`src/rtl/s_term_loopback_probe_if.sv`:
```
// Byte-stream handshake between the loopback probe and the USB debug endpoint.
// Ports: m_data_o (byte), m_valid_o (byte valid), m_ready_i (sink ready).
interface s_term_loopback_probe_if;
    logic [7:0] m_data_o;
    logic       m_valid_o;
    logic       m_ready_i;

    modport master (
        output m_data_o,
        output m_valid_o,
        input  m_ready_i
    );

    modport slave (
        input  m_data_o,
        input  m_valid_o,
        output m_ready_i
    );
endinterface

```
`src/rtl/s_term_loopback_probe.sv`:
```
// South-terminal loopback probe: synchronises the 53 north-going wires, snapshots
// them on trig_i and streams a framed byte sequence (HEADER + 7 data bytes).
// Ports: CLK, resetn (async, active-low); n1_beg, n2_beg, n2_begb, n4_beg,
// nn4_beg, co0 (fabric wires); trig_i, ovr_clr_i; m (stream master: m_data_o,
// m_valid_o, m_ready_i); busy_o; ovr_cnt_o (saturating dropped-trigger count).
// Option: `define S_TERM_PROBE_CRC_EN appends a CRC-8 (poly 0x07) 9th byte.
module s_term_loopback_probe #(
    parameter int         SYNC_STAGES = 2,
    parameter logic [7:0] HEADER      = 8'hA5
) (
    input  logic                        CLK,
    input  logic                        resetn,
    input  logic [3:0]                  n1_beg,
    input  logic [7:0]                  n2_beg,
    input  logic [7:0]                  n2_begb,
    input  logic [15:0]                 n4_beg,
    input  logic [15:0]                 nn4_beg,
    input  logic                        co0,
    input  logic                        trig_i,
    input  logic                        ovr_clr_i,
    s_term_loopback_probe_if.master     m,
    output logic                        busy_o,
    output logic [7:0]                  ovr_cnt_o
);

    localparam logic [1:0] IDLE = 2'd0;
    localparam logic [1:0] HDR  = 2'd1;
    localparam logic [1:0] DATA = 2'd2;
    localparam logic [1:0] CRC  = 2'd3;

    logic [55:0] sb_in;
    logic [55:0] sync_q [SYNC_STAGES];
    logic [55:0] sb;
    logic [55:0] snap;
    logic [1:0]  state;
    logic [2:0]  idx;
    logic [7:0]  data_q;
    logic        valid_q;
    logic        accept;
    logic        last_acc;
    logic        ovr_inc;

    assign sb_in = {3'b000, co0, nn4_beg, n4_beg, n2_begb, n2_beg, n1_beg};
    assign sb    = sync_q[SYNC_STAGES-1];

    always_ff @(posedge CLK or negedge resetn) begin
        if (!resetn) begin
            for (int i = 0; i < SYNC_STAGES; i++) sync_q[i] <= '0;
        end else begin
            sync_q[0] <= sb_in;
            for (int i = 1; i < SYNC_STAGES; i++) sync_q[i] <= sync_q[i-1];
        end
    end

    assign m.m_data_o  = data_q;
    assign m.m_valid_o = valid_q;
    assign busy_o      = (state != IDLE);
    assign accept      = valid_q && m.m_ready_i;

`ifdef S_TERM_PROBE_CRC_EN
    assign last_acc = accept && (state == CRC);
`else
    assign last_acc = accept && (state == DATA) && (idx == 3'd6);
`endif

    // The edge that finishes a frame is a legal restart point, not an overrun.
    assign ovr_inc = busy_o && trig_i && !last_acc;

`ifdef S_TERM_PROBE_CRC_EN
    logic [7:0] crc_q;

    function automatic logic [7:0] crc8(input logic [7:0] c, input logic [7:0] d);
        logic [7:0] r;
        r = c ^ d;
        for (int b = 0; b < 8; b++) begin
            r = r[7] ? ((r << 1) ^ 8'h07) : (r << 1);
        end
        return r;
    endfunction

    // Header starts a fresh CRC; every accepted byte (the presented data_q) folds in.
    always_ff @(posedge CLK or negedge resetn) begin
        if (!resetn) begin
            crc_q <= '0;
        end else if ((state == IDLE && trig_i) || (last_acc && trig_i)) begin
            crc_q <= '0;
        end else if (accept) begin
            crc_q <= crc8(crc_q, data_q);
        end
    end
`endif

    always_ff @(posedge CLK or negedge resetn) begin
        if (!resetn) begin
            state   <= IDLE;
            idx     <= '0;
            snap    <= '0;
            data_q  <= '0;
            valid_q <= 1'b0;
        end else begin
            unique case (state)
                IDLE: begin
                    if (trig_i) begin
                        snap    <= sb;
                        state   <= HDR;
                        data_q  <= HEADER;
                        valid_q <= 1'b1;
                    end
                end
                HDR: begin
                    if (accept) begin
                        state  <= DATA;
                        idx    <= 3'd0;
                        data_q <= snap[7:0];
                    end
                end
                DATA: begin
                    if (accept && idx != 3'd6) begin
                        idx    <= idx + 3'd1;
                        data_q <= snap[{idx + 3'd1, 3'b000} +: 8];
                    end
`ifdef S_TERM_PROBE_CRC_EN
                    if (accept && idx == 3'd6) begin
                        state  <= CRC;
                        data_q <= crc8(crc_q, data_q);
                    end
`endif
                end
                CRC: begin
                end
                default: begin
                end
            endcase

            // Frame end: either restart straight into a new header or drop to idle.
            if (last_acc) begin
                if (trig_i) begin
                    snap    <= sb;
                    state   <= HDR;
                    data_q  <= HEADER;
                    valid_q <= 1'b1;
                end else begin
                    state   <= IDLE;
                    data_q  <= '0;
                    valid_q <= 1'b0;
                end
            end
        end
    end

    always_ff @(posedge CLK or negedge resetn) begin
        if (!resetn) begin
            ovr_cnt_o <= '0;
        end else if (ovr_clr_i) begin
            ovr_cnt_o <= '0;
        end else if (ovr_inc && ovr_cnt_o != 8'hFF) begin
            ovr_cnt_o <= ovr_cnt_o + 8'd1;
        end
    end

endmodule
```
`src/flat_wrapper.sv`:
```
// flat-port wrapper written by rule: the top's interface ports become plain ports
module s_term_loopback_probe_flat 
#(
    parameter int         SYNC_STAGES = 2,
    parameter logic [7:0] HEADER      = 8'hA5
)
  (CLK, resetn, n1_beg, n2_beg, n2_begb, n4_beg, nn4_beg, co0, trig_i, ovr_clr_i, busy_o, ovr_cnt_o, m_m_data_o, m_m_valid_o, m_m_ready_i);
  s_term_loopback_probe_if m_i ();
  input  logic CLK;
  input  logic resetn;
  input  logic [3:0] n1_beg;
  input  logic [7:0] n2_beg;
  input  logic [7:0] n2_begb;
  input  logic [15:0] n4_beg;
  input  logic [15:0] nn4_beg;
  input  logic co0;
  input  logic trig_i;
  input  logic ovr_clr_i;
  output logic busy_o;
  output logic [7:0] ovr_cnt_o;
  output wire logic [$bits(m_i.m_data_o)-1:0] m_m_data_o;
  output wire logic [$bits(m_i.m_valid_o)-1:0] m_m_valid_o;
  input wire logic [$bits(m_i.m_ready_i)-1:0] m_m_ready_i;
  assign m_m_data_o = m_i.m_data_o;
  assign m_m_valid_o = m_i.m_valid_o;
  assign m_i.m_ready_i = m_m_ready_i;
  s_term_loopback_probe #(.SYNC_STAGES(SYNC_STAGES), .HEADER(HEADER)) u_core (.CLK(CLK), .resetn(resetn), .n1_beg(n1_beg), .n2_beg(n2_beg), .n2_begb(n2_begb), .n4_beg(n4_beg), .nn4_beg(nn4_beg), .co0(co0), .trig_i(trig_i), .ovr_clr_i(ovr_clr_i), .m(m_i), .busy_o(busy_o), .ovr_cnt_o(ovr_cnt_o));
endmodule
```
`config.mk`:
```
export PLATFORM = sky130hd
export DESIGN_NAME = s_term_loopback_probe_flat
export DESIGN_NICKNAME = d
export VERILOG_FILES = /design/src/rtl/s_term_loopback_probe_if.sv /design/src/rtl/s_term_loopback_probe.sv /design/src/flat_wrapper.sv
export SDC_FILE = /design/constraint.sdc
export NUM_CORES = 1
export LEC_CHECK = 0
export ABC_AREA = 1
export CAP_MARGIN = 20
export CORE_MARGIN = 10
export CORE_UTILIZATION = 59
export CTS_CLUSTER_SIZE = 25
export DETAILED_ROUTE_END_ITERATION = 10
export DONT_BUFFER_PORTS = 1
export PLACE_DENSITY_LB_ADDON = 0.1
export SLEW_MARGIN = 20
export SYNTH_ARGS = -nofsm -noshare
export SYNTH_HDL_FRONTEND = slang
export SYNTH_SLANG_ARGS = --single-unit
```
`constraint.sdc`:
```
create_clock -name CLK -period 4.5 [get_ports CLK]
set_clock_uncertainty 0.2 [all_clocks]
set_input_delay 0.675 -clock CLK [delete_from_list [all_inputs] [get_ports CLK]]
set_output_delay 0.675 -clock CLK [all_outputs]
set_load 0.1 [all_outputs]
```
; ---- Word-level counts from Yosys, hierarchy flattened
; Index checks and enable logic that the tools add are counted.
[classes]
addsub = 2
n_eq_ne = 10
shift = 1
n_mux = 24
n_reduce_logical = 20
[ops]
columns = op, n
row1 = $mux W56, 4
row2 = $mux W8, 7
row3 = $shiftx A56 B7 Y8, 1
row4 = $pmux W8 S3, 1
row5 = $reduce_bool A2 Y1, 5
row6 = $add A8 B1 Y8 const B, 1
row7 = $ne A8 B8 Y1 const B, 1
row8 = $logic_and A1 B1 Y1, 7
row9 = $mux W2, 3
row10 = $mux W3, 2
row11 = $ne A3 B2 Y1 const B, 2
row12 = $pmux W3 S2, 1
row13 = $reduce_and A3 Y1, 2
row14 = $mux W1, 5
row15 = $pmux W2 S2, 1
row16 = $reduce_and A4 Y1, 1
row17 = $reduce_bool A4 Y1, 1
row18 = $add A3 B1 Y3 const B, 1
row19 = $eq A3 B3 Y1 const B, 1
row20 = $ne A3 B1 Y1 const B, 1
row21 = $ne A3 B3 Y1 const B, 1
row22 = $reduce_bool A3 Y1, 1
row23 = $eq A2 B1 Y1 const B, 1
row24 = $eq A2 B2 Y1 const B, 1
row25 = 5 further kinds, 5
[word_totals]
reg_bits = 184
in_bits = 58
out_inout_bits = 18
word_cells = 65

; ---- Depth between registers and ports, before layout
[depth]
depth_word = 8
mapped_depth = 11
ltp_nobuf = 10

; ---- Least setup slack after synthesis
; Ideal clock, no wire load.
[synth_timing]
kind = register to register
from = reg u_core.ovr_cnt_o[1]
to = reg u_core.ovr_cnt_o[6]
setup_time_ns = 0.068
arrival_time_ns = 2.114
required_time_ns = 4.232
setup_slack_ns = 2.118
path_stages_with_launch = 10
path_buffers = 0
synth_period_minus_slack_ns = 2.382
path_cell_list = dfrtp_1 > ha_1 > nand3_1 > nor2_1 > nand2_1 > nor2_1 > nor2_2 > inv_1 > nand3_1 > nand2_1
[synth_via]
elab_chain_len = 3
elab_cells_between_ends = 6
classes_between = add/sub (1) / eq/ne (1) / mux (2) / reduce/logical (2)
[synth_lines]
columns = item, line
row1 = from (decl), s_term_loopback_probe.sv:23  ; output logic [7:0] ovr_cnt_o
row2 = from (signal assigned), s_term_loopback_probe.sv:157  ; ovr_cnt_o <= ovr_cnt_o + 8'd1;
row3 = $add A8 B1 Y8 / $ne A8 B8 Y1 (equally long branches), "s_term_loopback_probe.sv:157, s_term_loopback_probe.sv:156"
row4 = $mux W8 / $logic_and A1 B1 Y1 (equally long branches), s_term_loopback_probe.sv:156  ; end else if (ovr_inc && ovr_cnt_o != 8'hFF) begin
row5 = $mux W8 / $reduce_bool A2 Y1 (equally long branches), n/a
; Several ways; a longest one is shown, not always the timed one. The select of a mux whose other input is x is not followed.
; A chain may end at the register's enable or synchronous reset.

==> results.ini <==
[power_and_ir_drop]
leakage_nw=3.79
netSwitchingPower_mw=0.667
power_density_nw_per_um2=417
clock_power_share_pct=45.0
comb_power_share_pct=1.4
finalPower_mw=3.23
internal_power_mw=2.56
p_seq_share_pct=53.6
ir_worst_vdd_v=0.000404
swShare_pct=20.6

[clock_tree]
cts_hold_buf=53
cts_sinks=184
htreeDepth=4
cts_tree=done
cts-resized-gates=0
clock_path_buffers=2
postCtsSetupBuffers=0
clkLatencyLatePin_ns=0.54
path_clk_slew_ns=0.07
cts_root_buf=clkbuf_8
cts_made_buffers=17

[global_routing]
grtUsageMet1_pct=21.5
grt_max_degree=185
globalRouteMet2Util_pct=26.1
track_usage_pct=16.8
busiest_layer=met2
grt-ovfl-total=0
grt_pass1_wl_mm=21.4
use_met3_pct=5.83
antenna_found_initial=0
grt_pass1_vias=4251

[synthesis]
synthFlopType=dfrtp_1
async_flop_share_pct=100
synth-edff-count=0
syn_area_um2=6560
synth_area_per_cell_um2=10.7
ys_types=26
yosys_warnings=0
syn_inst=611
syn-num-nets=676
synth_seq_area_share_pct=70.2
ys_ff_latch=184

[sta]
fin_setup_tns_ns=0
setup_viol=0
period_minus_slack_ns=2.94
slew_headroom_pct=30.8
fmax_mhz=340
report.final.slew_viol_count=0
worst_pin_slew_ns=1.04
timing.final.crit_share_pct=65.4
fin_ws_ns=1.56
rsz0062_at_grt=no
hold_slack_ns=-0.371
hold_violations=184

[detailed_routing]
vias=4214
via_per_inst=5.16
wl_per_cell_um=15.7
drt_pre_antenna_iters=7
finalWirelength_mm=12.8
drtIter0Drc=411
ant_nets=0
route.detailed.drc=0

[final_layout]
fin_area_um2=7760
multiInputGateArea_um2=1620
regArea_um2=4600
diodes=0
layout-drive-gt1-share_pct=6.94
syn_to_final_growth_pct=18.2
nets=730
fillers=726

[placement]
portBuffers=0
place_ws_ns=1.59
dp_hpwl_mm=8.02
finalWeightedCongestion=0.876
dpl_cell_area_um2=6640

[worst_hold_path]
hold_path_class=in -> async

[setup_path]
critical_path_class=reg -> reg
crit_arrival_ns=3.11
r2r_cells=9
crit_fanout=95
endpoint_kind=flop
cp.required_ns=4.67
startpoint_type=flop
r2r-start=u_core.idx[0]$_DFFE_PN0P_
reg2reg_slack_ns=1.56

[floorplanning]
fp.dieArea_um2=15700
die_x_um=125
start_util_pct=60.5
ios=76
fp.coreArea_um2=10800
die_y_um=125
rows=38

[status]
status=finished with violations
violations=negative hold slack

[run]
max-cap-violations=0

-- final cells by class --
type | count | share of cell area, %
inverters | 61 | 2.95
well taps | 140 | 2.26
clock inverters | 11 | 1.76
repair buffers | 55 | 7.03
flip-flops and latches | 184 | 59.4
clock buffers | 20 | 5.74
multi-input cells | 346 | 20.9
-- power groups by stage --
| stage | logic (mW) | clock network [mW] | registers, mW |
|---|---|---|---|
| final | 0.0455 | 1.45 | 1.73 |
| after floorplan | 0.00733 | 0 | 1.76 |
| after global routing | 0.0502 | 1.55 | 1.73 |
| after global placement | 0.00839 | 0 | 1.76 |
| after detailed placement | 0.00882 | 0 | 1.76 |
| after CTS | 0.0451 | 1.48 | 1.73 |
-- worst max-delay path, cell delays in order, from the launching register on --
cell	delay [ns]
dfrtp_1	0.36
buf_4	0.24
inv_1	0.34
ha_1	0.26
nand3_2	0.14
nor2_4	0.15
nor2_4	0.06
nor2_4	0.09
buf_4	0.61
o21ai_0	0.23
-- worst max-delay path by stage --
stage | startpoint | end | slack (ns) | cells past startpoint
finish | u_core.idx[0]$_DFFE_PN0P_ | flop | 1.56 | 9
floorplan | u_core.ovr_cnt_o[1]$_DFFE_PN0P_ | u_core.ovr_cnt_o[6]$_DFFE_PN0P_ | 2.12 | 9
detailed placement | u_core.idx[0]$_DFFE_PN0P_ | flop | 1.59 | 10
CTS | u_core.idx[0]$_DFFE_PN0P_ | flop | 1.58 | 10
global placement | u_core.idx[0]$_DFFE_PN0P_ | flop | 1.68 | 10
global route | u_core.idx[0]$_DFFE_PN0P_ | flop | 1.35 | 10
-- logic make-up (layout without fill, tap and decap cells) --
logic type	Yosys count	in the layout	share of synthesized area, %
and+or+nand+nor	255	255	16.3
DFF	184	184	70.2
buffers and inverters	81	147	5.11
AOI/OAI and AO/OA	80	80	6.49
adders and majority gates	7	7	1.34
xor gates and xnor gates	4	4	0.534
-- placed cells by master (no fill, tap or decap), types with 2 or more instances in the layout --
master,Yosys,final
nand2_1,192,192
dfrtp_1,184,184
inv_1,59,59
dlygate4sd3_1,0,53
o21ai_0,49,49
nand3_1,36,36
a21oi_1,19,19
clkbuf_16,0,16
nor2_1,9,9
o211ai_1,8,8
ha_1,7,7
xor2_1,4,4
inv_6,0,4
clkinvlp_4,0,4
nor2_4,3,3
nor2_2,3,3
nand3b_1,3,3
clkbuf_8,0,3
nand2_2,2,2
nand3_2,2,2
or2_2,2,2
nand4_1,2,2
inv_2,2,2
o21ai_1,2,2
bufinv_16,0,2
buf_4,6,2
-- cells in the mapped netlist (4+ instances only) --
library cell	number	area (um^2)
buf_4	6	45.0
xor2_1	4	35.0
ha_1	7	87.6
a21oi_1	19	95.1
nand3_1	36	180
o211ai_1	8	60.1
dfrtp_1	184	4600
buf_2	7	35.0
nor2_1	9	33.8
o21ai_0	49	245
inv_1	59	221
clkbuf_1	6	22.5
nand2_1	192	721
-- per-layer routing --
layer / vias to the layer above / wire length, um
met5: - / 0
met4: 0 / 147
met3: 18 / 727
met2: 124 / 6260
met1: 2045 / 5700
li1: 2027 / -
-- through the flow --
| step | instances | utilization [%] |
|---|---|---|
| 2_1_floorplan | 611 | - |
| 3_3_place_gp | 733 | 61.3 |
| 3_5_place_dp | 733 | 61.3 |
| 4_1_cts | 817 | 71.5 |
| 5_1_grt | 817 | 71.5 |
| 6_report | 817 | 71.5 |
(Power assumes the default switching activity.)
